$ cat config.mk
export PLATFORM = sky130hd
export DESIGN_NAME = reg_bank_arbiter
export DESIGN_NICKNAME = d
export VERILOG_FILES = /design/src/rtl/reg_bank_arbiter.sv
export SDC_FILE = /design/constraint.sdc
export NUM_CORES = 1
export LEC_CHECK = 0
export ABC_CLOCK_PERIOD_IN_PS = 4900
export CAP_MARGIN = 30
export CORE_MARGIN = 2
export CORE_UTILIZATION = 55
export CTS_CLUSTER_DIAMETER = 30
export CTS_CLUSTER_SIZE = 25
export DETAILED_ROUTE_END_ITERATION = 7
export PLACE_DENSITY = 0.85
export SLEW_MARGIN = 20
export SYNTH_ARGS = -nofsm -noshare
export SYNTH_HDL_FRONTEND = slang
export SYNTH_SLANG_ARGS = --single-unit
$ cat constraint.sdc
create_clock -name clk -period 4.9 [get_ports clk]
set_input_delay 0.735 -clock clk [delete_from_list [all_inputs] [get_ports clk]]
set_output_delay 0.735 -clock clk [all_outputs]
set_load 0.005 [all_outputs]
$ cat src/rtl/reg_bank_arbiter.sv
// Shared register bank with two req/gnt requesters, round-robin arbitration
// and a synchronous bank-wide clear; one bank access per clock.
module reg_bank_arbiter #(
    parameter int unsigned  NREG = 4,
    parameter int unsigned  W    = 4,
    localparam int unsigned AW   = $clog2(NREG)
) (
    input  logic          clk,
    input  logic          reset,
    input  logic          clr_all,
    input  logic          a_req,
    input  logic          a_we,
    input  logic [AW-1:0] a_addr,
    input  logic [W-1:0]  a_wdata,
    output logic          a_gnt,
    output logic          a_rvalid,
    output logic [W-1:0]  a_rdata,
    input  logic          b_req,
    input  logic          b_we,
    input  logic [AW-1:0] b_addr,
    input  logic [W-1:0]  b_wdata,
    output logic          b_gnt,
    output logic          b_rvalid,
    output logic [W-1:0]  b_rdata,
    output logic          last_gnt
);

    logic [W-1:0] bank [NREG];
    logic         a_elig;
    logic         b_elig;
    logic         win_a;
    logic         win_b;

    // A port in its own gnt cycle is not eligible, so a held req is never served twice.
    always_comb begin
        a_elig = a_req & ~a_gnt;
        b_elig = b_req & ~b_gnt;
        win_a  = a_elig & (~b_elig | last_gnt);
        win_b  = b_elig & (~a_elig | ~last_gnt);
    end

    // Bank storage: reset and clear wipe every entry; otherwise at most one write.
    always_ff @(posedge clk) begin
        if (!reset || clr_all) begin
            for (int unsigned i = 0; i < NREG; i++) begin
                bank[AW'(i)] <= '0;
            end
        end else if (win_a && a_we) begin
            bank[a_addr] <= a_wdata;
        end else if (win_b && b_we) begin
            bank[b_addr] <= b_wdata;
        end
    end

    // Handshake outputs, read data and round-robin pointer.
    always_ff @(posedge clk) begin
        if (!reset) begin
            a_gnt    <= 1'b0;
            b_gnt    <= 1'b0;
            a_rvalid <= 1'b0;
            b_rvalid <= 1'b0;
            a_rdata  <= '0;
            b_rdata  <= '0;
            last_gnt <= 1'b1;
        end else if (clr_all) begin
            a_gnt    <= 1'b0;
            b_gnt    <= 1'b0;
            a_rvalid <= 1'b0;
            b_rvalid <= 1'b0;
        end else begin
            a_gnt    <= win_a;
            b_gnt    <= win_b;
            a_rvalid <= win_a & ~a_we;
            b_rvalid <= win_b & ~b_we;
            if (win_a) begin
                last_gnt <= 1'b0;
                if (!a_we) begin
                    a_rdata <= bank[a_addr];
                end
            end else if (win_b) begin
                last_gnt <= 1'b1;
                if (!b_we) begin
                    b_rdata <= bank[b_addr];
                end
            end
        end
    end

endmodule

# Yosys cells after proc, flatten, opt, wreduce, memory -nomap -nowiden
# Memories as Yosys holds them, arrays and structs flattened. A register that Yosys moved wholly into a read port is not among the register bits.
# Index checks and enable logic that the tools add are counted.
# totals
out_inout_bits,13
input_bits,19
reg_bits,5
mem_bits_rw,16
mem_count,1
# mem_list
memory,depth,width,rd,rd_clocked_by_memory_dff,wr,line_no,rtl
bank,4,4,2,2,4,28,logic [W-1:0] bank [NREG];
# classes
n_bitwise,18
reduce_logical,13
muxes,17
# ops
op,n
2-to-1 mux 1 bit,13
NOT 1 bit,10
2-to-1 mux 4 bit,2
OR reduction 4 bit,2
bitwise AND 1 bit,6
2-to-1 mux 2 bit,2
AND reduction 4 bit,1
logical NOT 1 bit,3
AND reduction 3 bit,1
logical AND 1 bit,2
bitwise OR 1 bit,2
AND reduction 2 bit,1
nonzero test 2 bit,1
OR reduction 2 bit,1
logical OR 1 bit,1

# Logic depth before layout (Yosys ltp)
# Gate-level depths: netlist of run 1.
# depth
depth_word,12
mapped_depth,5
ltp_nobuf,4

# Worst setup path before layout of run 1
# Ideal clock, no wire load.
# synth_timing
kind,input port to flip-flop
startpoint,input b_req
endpoint,"memory bank[1][0], enable pin"
arrival_time_ns,1.619
setup_time_ns,0.345
n_path_buf,0
setup_slack_ns,2.936
stages,4
cell_sequence,nor3b_4 nor3b_4 nand2_1 o211ai_1
# synth_rtl
item,line_no,rtl
"start, declared",18,"input logic b_req,"
"end, declared",28,

==> results of run 1 <==
sequential cells by signal (all words and copies together) (netlist names):
register  flops
b_rdata       4
a_rvalid      1
last_gnt      1
a_rdata       4
a_gnt         1
b_rvalid      1
bank         16
b_gnt         1
layout make-up:
type                            instances  share of cell area [%]
Sequential cell                        29                    37.8
Clock buffer                            7                    3.32
Multi-Input combinational cell         88                    40.8
Tap cell                               31                    1.98
Clock inverter                          1                   0.255
Timing Repair Buffer                   31                    15.8
worst max-delay path, stage by stage:
cell,delay [ns]
clkdlybuf4s50_1,0.50
nand2b_1,0.21
nor3b_4,0.38
nand2_1,0.10
o211ai_1,0.39
path summary, 6_finish.rpt:
kind | cells after the start | to | slack (ns) | startpoint
max | 5 | bank[1][3] | 2.57 | a_req
max reg2reg | 4 | bank[1][3] | 3.07 | a_gnt
min reg2reg | 2 | a_rdata[1] | 0.53 | a_rdata[1]
min | 2 | a_rdata[1] | 0.53 | a_rdata[1]
routing by layer:
layer	up-vias	global-route usage, %	routed length, um	part of all wire [%]
met5	-	0	0	0
met3	8	8.48	347	9.6
met4	0	11.0	76	2.1
li1	544	-	-	-
met1	551	23.0	1250	34
met2	70	42.2	1950	54
layout by cell type, fill, tap and decap left out, drive strengths merged:
cell type and instances:
or3 1, nor3b 2, nand2b 5, a221o 1, nor2b 10, edfxtp 16
or3b 1, clkbuf 7, a32oi 4, nor3 5, nand2 2, nand4bb 2
nor2 13, nand3 3, nand4 1, nor4b 1, or2 1, o21ai 2
o2111ai 1, a21oi 8, o211ai 1, o311ai 1, nor4 3, o221ai 1
mux4 8, clkinv 1, and2 1, and3b 2, dfxtp 13, mux2i 8
clkdlybuf4s50 31
per-stage QoR:
step | area (um2) | std cells | worst slack, ns | power (mW) | hold slack, ns
2_1_floorplan | 1590 | 125 | 2.94 | 0.328 | 0.507
3_3_place_gp | 1890 | 179 | 2.33 | 0.358 | 0.494
3_5_place_dp | 1890 | 179 | 2.25 | 0.362 | 0.508
4_1_cts | 1960 | 187 | 2.61 | 0.525 | 0.531
5_1_grt | 1960 | 187 | 2.47 | 0.541 | 0.558
6_report | 1960 | 187 | 2.57 | 0.524 | 0.526
power breakdown:
part | leakage [nW] | switching (mW) | internal (mW)
clock | 0.0413 | 0.0844 | 0.0831
combinational | 0.313 | 0.0402 | 0.0419
sequential | 0.285 | 0.00776 | 0.267
kinds of logic (layout without fill, tap and decap cells):
kind of cell | Yosys count | after routing | share of synthesized area (%)
AOI/OAI and AO/OA | 19 | 19 | 10.8
buffers and inverters | 8 | 39 | 2.84
DFF | 29 | 29 | 46.7
muxes | 16 | 16 | 16.4
and+or+nand+nor | 53 | 53 | 23.3
==> key figures, run 1 <==
Synthesis
  • Most common cell in the synthesized netlist: edfxtp_1
  • Syn_nets: 144
  • Synth Flop Type: edfxtp_1
  • Count of state elements after synthesis: 29
  • Top cells by instance count after synthesis: edfxtp_1 (16), dfxtp_1 (13), nor2_1 (12), nor2b_1 (10)
  • Syn. warnings: 0
  • Sequential area share after synthesis: 46.7%
  • Async S/R FF share, synth: 0%
  • Post-synth EDFFs: 16
  • Synth top area share: 30.3%
  • Syn avg cell area: 12.7 um2
  • Syn Std Cell Area: 1590 um2
  • Area leader, netlist: edfxtp_1
  • Netlist cell types: 36
  • Synth top area cells: edfxtp_1 (30%), dfxtp_1 (16%), mux4_2 (11%)
  • Gate Count Post-Synth: 125

Route
  • Via density: 6.27
  • Router iterations before antenna repair: 4
  • Post-route ant nets: 0
  • Vias post-DR: 1173
  • Drc violations: 0
  • DRT Wirelength: 3.62 mm
  • Initial detailed-routing violation count: 35
  • Average wire per standard cell: 19.3 um

Layout
  • Final Util: 71.1%
  • Share of layout cells above drive strength 1: 17.9%
  • Diode count: 0
  • Area grow syn2layout: 23.6%
  • # nets final: 174
  • Register Area: 741 um2
  • Multi-input logic area: 801 um2
  • Fillers: 202

Worst setup path
  • CP endpoint kind: flip-flop
  • Critical-path maximum fanout: 7
  • Crit Path Class: in -> reg
  • CP arrival: 2.31 ns
  • CP required: 4.89 ns
  • Crit start category: input pin

Clock network
  • Num CTS Buffers: 5
  • Insertion delay to the later sink of the worst-skew pair: 0.33 ns
  • Clk slew on worst S/H paths: 0.09 ns
  • CTS HTree Levels: 2
  • Clock root buffer master: clkbuf_4
  • Post-CTS Setup Bufs: 0
  • CTS tree: done
  • Post-CTS resize count: 0
  • Hold_buf cts: 0
  • CTS sink cnt: 29
  • Clk buf depth: 2

Place
  • Buffers added on ports: 31
  • GPL Wtd Cong: 0.948
  • Post-DP HPWL: 2.78 mm

Flow run
  • MaxCap Viol Count: 0

GRT
  • Initial antenna violation count: 0
  • Grt ovf: 0
  • Vias in the first global route: 1162
  • GRT Total Usage: 23.1%
  • Largest net degree at the start of global routing: 13
  • First-pass GRT wire length: 5.41 mm

STA
  • RSZ-0062 raised after global routing: false
  • Slew margin rel.: 62.7%
  • Tmin final: 2.33 ns
  • TNS Setup: 0 ns
  • Slew Viols, Final: 0
  • Hold Vio Cnt, Final: 0
  • Setup Viol. Count Final: 0
  • Worst clock skew: 0.00757 ns
  • Ratio of final minimum period to clock period: 47.5%
  • Fmax: 0.430 GHz
  • Slew of the pin with the lowest slew margin: 0.557 ns

Hold path
  • Worst hold path type: reg -> reg

Floorplan
  • Core footprint: 2760 um2
  • Die Area: 3330 um2
  • Die Y: 57.7 um
  • Die Wd: 57.7 um
  • Rows: 19
  • I/O Pins: 32
  • Starting Density: 57.5%

Power
  • Leak pwr: 0.639 nW
  • VDD IR max: 0.261 mV
  • Cell Pwr Density: 267 nW/um2

Run status
  • Status: finished clean
(Power assumes the default switching activity.)
==> run 2, diff against run 1 <==
--- a/config.mk
+++ b/config.mk
@@ -5,14 +5,14 @@
 export SDC_FILE = /design/constraint.sdc
 export NUM_CORES = 1
 export LEC_CHECK = 0
-export ABC_CLOCK_PERIOD_IN_PS = 4900
+export ABC_CLOCK_PERIOD_IN_PS = 2100
 export CAP_MARGIN = 30
 export CORE_MARGIN = 2
-export CORE_UTILIZATION = 55
+export CORE_UTILIZATION = 46
 export CTS_CLUSTER_DIAMETER = 30
 export CTS_CLUSTER_SIZE = 25
 export DETAILED_ROUTE_END_ITERATION = 7
-export PLACE_DENSITY = 0.85
+export PLACE_DENSITY = 0.75
 export SLEW_MARGIN = 20
 export SYNTH_ARGS = -nofsm -noshare
 export SYNTH_HDL_FRONTEND = slang
==> constraint.sdc (replaced) <==
create_clock -name clk -period 2.1 [get_ports clk]
set_input_delay 0.315 -clock clk [delete_from_list [all_inputs] [get_ports clk]]
set_output_delay 0.315 -clock clk [all_outputs]
set_load 0.005 [all_outputs]
==> key figures, run 2 (same netlist as run 1, synthesis figures left out) <==
Worst setup path
  • CP endpoint kind: flip-flop
  • CP max stage cell: clkdlybuf4s50_1
  • Critical-path maximum fanout: 6 (-1)
  • Worst path top cell family by delay: buffers and inverters
  • Worst Path Buf+Inv: 3 (+2)
  • Crit Path Class: in -> reg
  • CP arrival: 1.87 ns (-0.44 ns)
  • CP required: 2.15 ns (-2.74 ns)
  • Crit start category: input pin
  • Peak per-stage delay on the critical path: 0.45 ns (-0.05 ns)
  • CP Cell Sequence: clkdlybuf4s50_1, nor3b_4, buf_4, nor3b_4, nand2_1, o211ai_1, buf_4

Route
  • DRT Wirelength: 3.65 mm (+0.86%)
  • Post-route ant nets: 0 (unchanged)
  • Vias post-DR: 1191 (+1.5%)
  • Average wire per standard cell: 17.0 um (-12%)
  • Drc violations: 0 (unchanged)
  • Via density: 5.57 (-11%)
  • Router iterations before antenna repair: 4 (unchanged)
  • Initial detailed-routing violation count: 46 (+31%)

Clock network
  • Clock root buffer master: clkbuf_4
  • Clk slew on worst S/H paths: 0.09 ns (about the same)
  • Post-CTS resize count: 0 (unchanged)
  • CTS sink cnt: 29 (unchanged)
  • Insertion delay to the later sink of the worst-skew pair: 0.33 ns (about the same)
  • Num CTS Buffers: 5 (unchanged)
  • CTS tree: done
  • Clk buf depth: 2 (unchanged)
  • CTS HTree Levels: 2 (unchanged)
  • Post-CTS Setup Bufs: 0 (unchanged)
  • Hold_buf cts: 0 (unchanged)

Power
  • VDD IR max: 0.329 mV (+26%)
  • Clock share of power: 27.6% (-4.3 points)
  • Post-layout power: 1.17 mW (+120%)
  • Sequential share of power: 54.4% (+2.0 points)
  • Leak pwr: 0.686 nW (+7.5%)
  • Comb pwr share: 18.0% (+2.3 points)
  • Cell Pwr Density: 572 nW/um2 (+110%)
  • Int Pwr: 0.856 mW (+120%)
  • Sw power: 0.317 mW (+140%)
  • Sw frac: 27.1% (+1.8 points)

Place
  • Pre-CTS setup slack: -0.0474 ns (-2.30 ns)
  • GPL Wtd Cong: 0.896 (-5.5%)
  • Buffers added on ports: 31 (unchanged)
  • Post-DP HPWL: 2.87 mm (+3.4%)
  • Inst Count DP: 206 (+15%)

Layout
  • # nets final: 186 (+6.9%)
  • Largest register FFs: 16 (unchanged)
  • Most common cell after layout, fill and taps aside: clkdlybuf4s50_1
  • Commonest non-fill, non-tap cells in the layout: clkdlybuf4s50_1 (31), edfxtp_1 (16), dfxtp_1 (13)
  • Diode count: 0 (unchanged)
  • Area grow syn2layout: 29.2%
  • Non-filler cells in the finished layout: 214 (+14%)
  • Share of layout cells above drive strength 1: 22.6% (+4.7 points)
  • Top Registers: bank x16, a_rdata x4, b_rdata x4
  • Biggest register: bank

STA
  • Tmin final: 1.81 ns
  • Slew of the pin with the lowest slew margin: 0.462 ns (-0.0953 ns)
  • RSZ-0062 raised after global routing: false
  • Ratio of final minimum period to clock period: 86.3%
  • Worst clock skew: 0.0110 ns (+0.00347 ns)
  • Hold Vio Cnt, Final: 0 (unchanged)
  • TNS Setup: 0 ns (unchanged)
  • Fmax: 0.552 GHz
  • Slack of the critical path: 0.287 ns (-2.29 ns)
  • Slew margin rel.: 69.0% (+6.2 points)
  • Hold slack final: 0.523 ns (-0.00356 ns)
  • Setup Viol. Count Final: 0 (unchanged)
  • Slew Viols, Final: 0 (unchanged)

Floorplan
  • Rows: 21 (+2)
  • Die Wd: 62.7 um (+8.7%)
  • Die Y: 62.7 um (+8.7%)
  • Die Area: 3930 um2 (+18%)
  • Core footprint: 3340 um2 (+21%)
  • I/O Pins: 32 (unchanged)
  • Starting Density: 47.5% (-10 points)

GRT
  • Grt ovf: 0 (unchanged)
  • Initial antenna violation count: 0 (unchanged)
  • First-pass GRT wire length: 6.07 mm (+12%)
  • GRT Total Usage: 20.5% (-2.7 points)
  • Largest net degree at the start of global routing: 12 (-1)
  • Vias in the first global route: 1188 (+2.2%)

Flow run
  • MaxCap Viol Count: 0 (unchanged)

Run status
  • Status: finished clean

Hold path
  • Worst hold path type: reg -> reg
[run 2: power by group through the flow]
stage | logic (mW) | registers [mW] | clock network [mW]
detailed placement | 0.210 | 0.651 | 0
global placement | 0.205 | 0.649 | 0
CTS | 0.211 | 0.638 | 0.325
global route | 0.226 | 0.641 | 0.354
floorplan | 0.119 | 0.645 | 0
finish | 0.211 | 0.638 | 0.324
[run 2: stage by stage]
stage                     util (%)  cell area (um2)
after floorplan                  -             1590
after global placement        59.9             2000
after detailed placement      59.9             2000
after CTS                     61.4             2050
after global routing          61.4             2050
final                         61.4             2050
[run 2: worst min-delay path, cell delays in order (launching register included)]
cell and delay (ns):
dfxtp_1 0.34, mux2i_1 0.06, nor2b_1 0.09
[run 2: routing by layer]
metal	track usage (%)	vias up	part of all wire, %
met2	34.4	52	51
met4	9.72	0	3.0
met5	0	-	0
met3	5.41	12	5.6
li1	-	567	-
met1	24.4	560	40
[run 2: layout make-up]
type / instances / area [um2]
clock buffers: 5 / 37.5
clock inverters: 3 / 12.5
fillers: 293 / 1290
multi-input cells: 88 / 801
flip-flops and latches: 29 / 741
well taps: 46 / 57.6
repair buffers: 43 / 400
[run 2: final timing paths]
check,start,to,slack (ns),cells after the start
worst min-delay path,b_rdata[0],b_rdata[0],0.52,2
worst max register to register,last_gnt,bank[1][0],0.39,6
worst max-delay path,b_req,bank[1][0],0.29,7
worst min register to register,b_rdata[0],b_rdata[0],0.52,2
==> run 3, diff against run 2 <==
--- a/config.mk
+++ b/config.mk
@@ -5,10 +5,10 @@
 export SDC_FILE = /design/constraint.sdc
 export NUM_CORES = 1
 export LEC_CHECK = 0
-export ABC_CLOCK_PERIOD_IN_PS = 2100
+export ABC_AREA = 1
 export CAP_MARGIN = 30
 export CORE_MARGIN = 2
-export CORE_UTILIZATION = 46
+export CORE_UTILIZATION = 45
 export CTS_CLUSTER_DIAMETER = 30
 export CTS_CLUSTER_SIZE = 25
 export DETAILED_ROUTE_END_ITERATION = 7
==> key figures, run 3 <==
Run status
  • Status: finished clean

Clock network
  • Clock root buffer master: clkbuf_4
  • CTS sink cnt: 29 (unchanged)
  • Post-CTS resize count: 0 (unchanged)
  • CTS HTree Levels: 2 (unchanged)
  • Post-CTS Setup Bufs: 0 (unchanged)
  • Clk buf depth: 2 (unchanged)
  • Num CTS Buffers: 5 (unchanged)
  • Insertion delay to the later sink of the worst-skew pair: 0.33 ns (about the same)
  • Clk slew on worst S/H paths: 0.09 ns (about the same)
  • CTS tree: done
  • Hold_buf cts: 0 (unchanged)

GRT
  • Vias in the first global route: 1322 (+11%)
  • Largest net degree at the start of global routing: 11 (-1)
  • First-pass GRT wire length: 5.78 mm (-4.7%)
  • Initial antenna violation count: 0 (unchanged)
  • Grt ovf: 0 (unchanged)
  • GRT Total Usage: 21.3% (+0.84 points)

Synthesis
  • Syn_nets: 196 (+36%)
  • Sequential area share after synthesis: 49.4% (+2.7 points)
  • Syn avg cell area: 8.48 um2 (-33%)
  • Gate Count Post-Synth: 177 (+42%)
  • Async S/R FF share, synth: 0% (unchanged)
  • Count of state elements after synthesis: 29 (unchanged)
  • Syn Std Cell Area: 1500 um2 (-5.4%)
  • Synth Flop Type: edfxtp_1
  • Synth top area cells: edfxtp_1 (32%), dfxtp_1 (17%), o21ai_0 (8.7%)
  • Synth top area share: 32.0% (+1.7 points)
  • Netlist cell types: 22 (-39%)
  • Most common cell in the synthesized netlist: nor2_1
  • Post-synth EDFFs: 16 (unchanged)
  • Area leader, netlist: edfxtp_1
  • Top cells by instance count after synthesis: nor2_1 (29), o21ai_0 (26), inv_1 (20), nand2_1 (18)
  • Syn. warnings: 0 (unchanged)

Route
  • Initial detailed-routing violation count: 102 (+120%)
  • Post-route ant nets: 0 (unchanged)
  • DRT Wirelength: 3.49 mm (-4.4%)
  • Router iterations before antenna repair: 4 (unchanged)
  • Average wire per standard cell: 13.2 um (-23%)
  • Via density: 5.10 (-8.3%)
  • Vias post-DR: 1347 (+13%)
  • Drc violations: 0 (unchanged)

Layout
  • # nets final: 238 (+28%)
  • Share of layout cells above drive strength 1: 13.2% (-9.4 points)
  • Commonest non-fill, non-tap cells in the layout: clkdlybuf4s50_1 (31), nor2_1 (29), o21ai_0 (26)
  • Diode count: 0 (unchanged)
  • Biggest register: bank
  • Largest register FFs: 16 (unchanged)
  • Most common cell after layout, fill and taps aside: clkdlybuf4s50_1
  • Area grow syn2layout: 30.4%
  • Top Registers: bank x16, a_rdata x4, b_rdata x4

Power
  • Sw power: 0.300 mW (-5.4%)
  • Comb pwr share: 16.0% (-2.0 points)
  • Sw frac: 26.3% (-0.72 points)
  • Cell Pwr Density: 583 nW/um2 (+1.9%)
  • Leak pwr: 0.785 nW (+14%)
  • VDD IR max: 0.360 mV (+9.4%)
  • Int Pwr: 0.840 mW (-1.8%)
  • Sequential share of power: 56.0% (+1.6 points)
  • Clock share of power: 28.0% (+0.4 points)

Floorplan
  • Die Area: 3810 um2 (-3.1%)
  • I/O Pins: 32 (unchanged)
  • Die Wd: 61.7 um (-1.6%)
  • Die Y: 61.7 um (-1.6%)
  • Core footprint: 3100 um2 (-7.0%)
  • Rows: 20 (-4.8%)
  • Starting Density: 48.3% (+0.80 points)

Worst setup path
  • Reg-to-Reg Start: b_gnt
  • Reg-to-reg critical path endpoint: bank[3][0]
  • Crit start category: input pin
  • Critical Path End: bank[3][0]
  • CP arrival: 1.79 ns (-0.08 ns)
  • Crit Path Class: in -> reg
  • CP required: 2.10 ns (-0.05 ns)
  • FF-to-FF path depth: 7 (+1)
  • R2R setup slack: 0.40 ns (about the same)
  • CP startpoint: clr_all
  • CP endpoint kind: flip-flop
  • Critical-path maximum fanout: 6 (unchanged)

Place
  • Post-DP HPWL: 2.74 mm (-4.7%)
  • Pre-CTS setup slack: -0.0130 ns (+0.0344 ns)
  • Buffers added on ports: 31 (unchanged)
  • GPL Wtd Cong: 0.859 (-4.2%)

Hold path
  • Worst hold path type: reg -> reg

STA
  • Worst clock skew: 0.00956 ns (-0.00148 ns)
  • Slew margin rel.: 75.4% (+6.4 points)
  • Slew Viols, Final: 0 (unchanged)
  • Ratio of final minimum period to clock period: 84.9% (-1.4 points)
  • Slew of the pin with the lowest slew margin: 0.368 ns (-0.0938 ns)
  • RSZ-0062 raised after global routing: false
  • Tmin final: 1.78 ns (-0.0293 ns)
  • Fmax: 0.561 GHz (+1.6%)
  • Hold slack final: 0.466 ns (-0.0567 ns)
  • Hold Vio Cnt, Final: 0 (unchanged)
  • TNS Setup: 0 ns (unchanged)
  • Slack of the critical path: 0.316 ns (+0.0293 ns)
  • Setup Viol. Count Final: 0 (unchanged)

Flow run
  • MaxCap Viol Count: 0 (unchanged)
-- run 3: cell count changes after synthesis, moves of 9 or more --
cell and delta:
nand2_1 +16, inv_1 +20, nor2b_1 -10, nand3_1 +9, nor2_1 +17, o21ai_0 +25
-- run 3: kinds of logic (layout without fill, tap and decap cells) --
kind of cell           Yosys count  after routing  share of synthesized area [%]
AOI/OAI and AO/OA               47             47                           17.1
buffers and inverters           28             71                           7.51
and+or+nand+nor                 73             73                           26.0
DFF                             29             29                           49.4
-- run 3: per-stage QoR --
| stage | instances | utilization (%) | instance area, um2 | total power, mW |
|---|---|---|---|---|
| floorplan | 177 | - | 1500 | 0.743 |
| global placement | 256 | 61.5 | 1910 | 0.826 |
| detailed placement | 256 | 61.5 | 1910 | 0.831 |
| CTS | 264 | 63.0 | 1960 | 1.14 |
| global route | 264 | 63.0 | 1960 | 1.18 |
| finish | 264 | 63.0 | 1960 | 1.14 |
-- run 3: layout make-up --
class,count,area (um2)
repair buffers,40,378
clock buffers,8,48.8
well taps,44,55.1
fillers,297,1150
flip-flops and latches,29,741
multi-input cells,120,647
inverters,23,86.3
-- run 3: critical path, cell delays in order --
cell,delay [ns]
clkdlybuf4s50_1,0.55
nor2_4,0.09
nand4_1,0.17
nor2_1,0.06
nor2_1,0.22
nand2_1,0.07
nor2_1,0.30
-- run 3: worst min path at each step --
stage	to	from	cells past startpoint	slack, ns
after floorplan	b_rvalid	b_we	1	0.39
after global placement	b_rdata[2]	b_rdata[2]	2	0.45
after detailed placement	a_rdata[1]	a_rdata[1]	2	0.46
after CTS	a_rdata[1]	a_rdata[1]	2	0.47
after global routing	a_rdata[1]	a_rdata[1]	2	0.49
final	b_rdata[1]	b_rdata[1]	2	0.47
-- run 3: power groups by stage --
stage	Clock (mW)	Combinational (mW)	Sequential (mW)
3_3_place_gp	0	0.176	0.650
2_1_floorplan	0	0.0950	0.648
3_5_place_dp	0	0.180	0.651
5_1_grt	0.343	0.200	0.641
4_1_cts	0.317	0.181	0.638
6_report	0.320	0.182	0.638
-- run 3: layer usage --
| layer | share of wire [%] | up-vias | global-route usage [%] | wire length [um] |
|---|---|---|---|---|
| met5 | 0 | - | 0 | 0 |
| met3 | 6.0 | 11 | 5.59 | 209 |
| met1 | 42 | 604 | 24.4 | 1460 |
| li1 | - | 679 | - | - |
| met2 | 50 | 53 | 37.1 | 1740 |
| met4 | 2.3 | 0 | 9.73 | 81 |
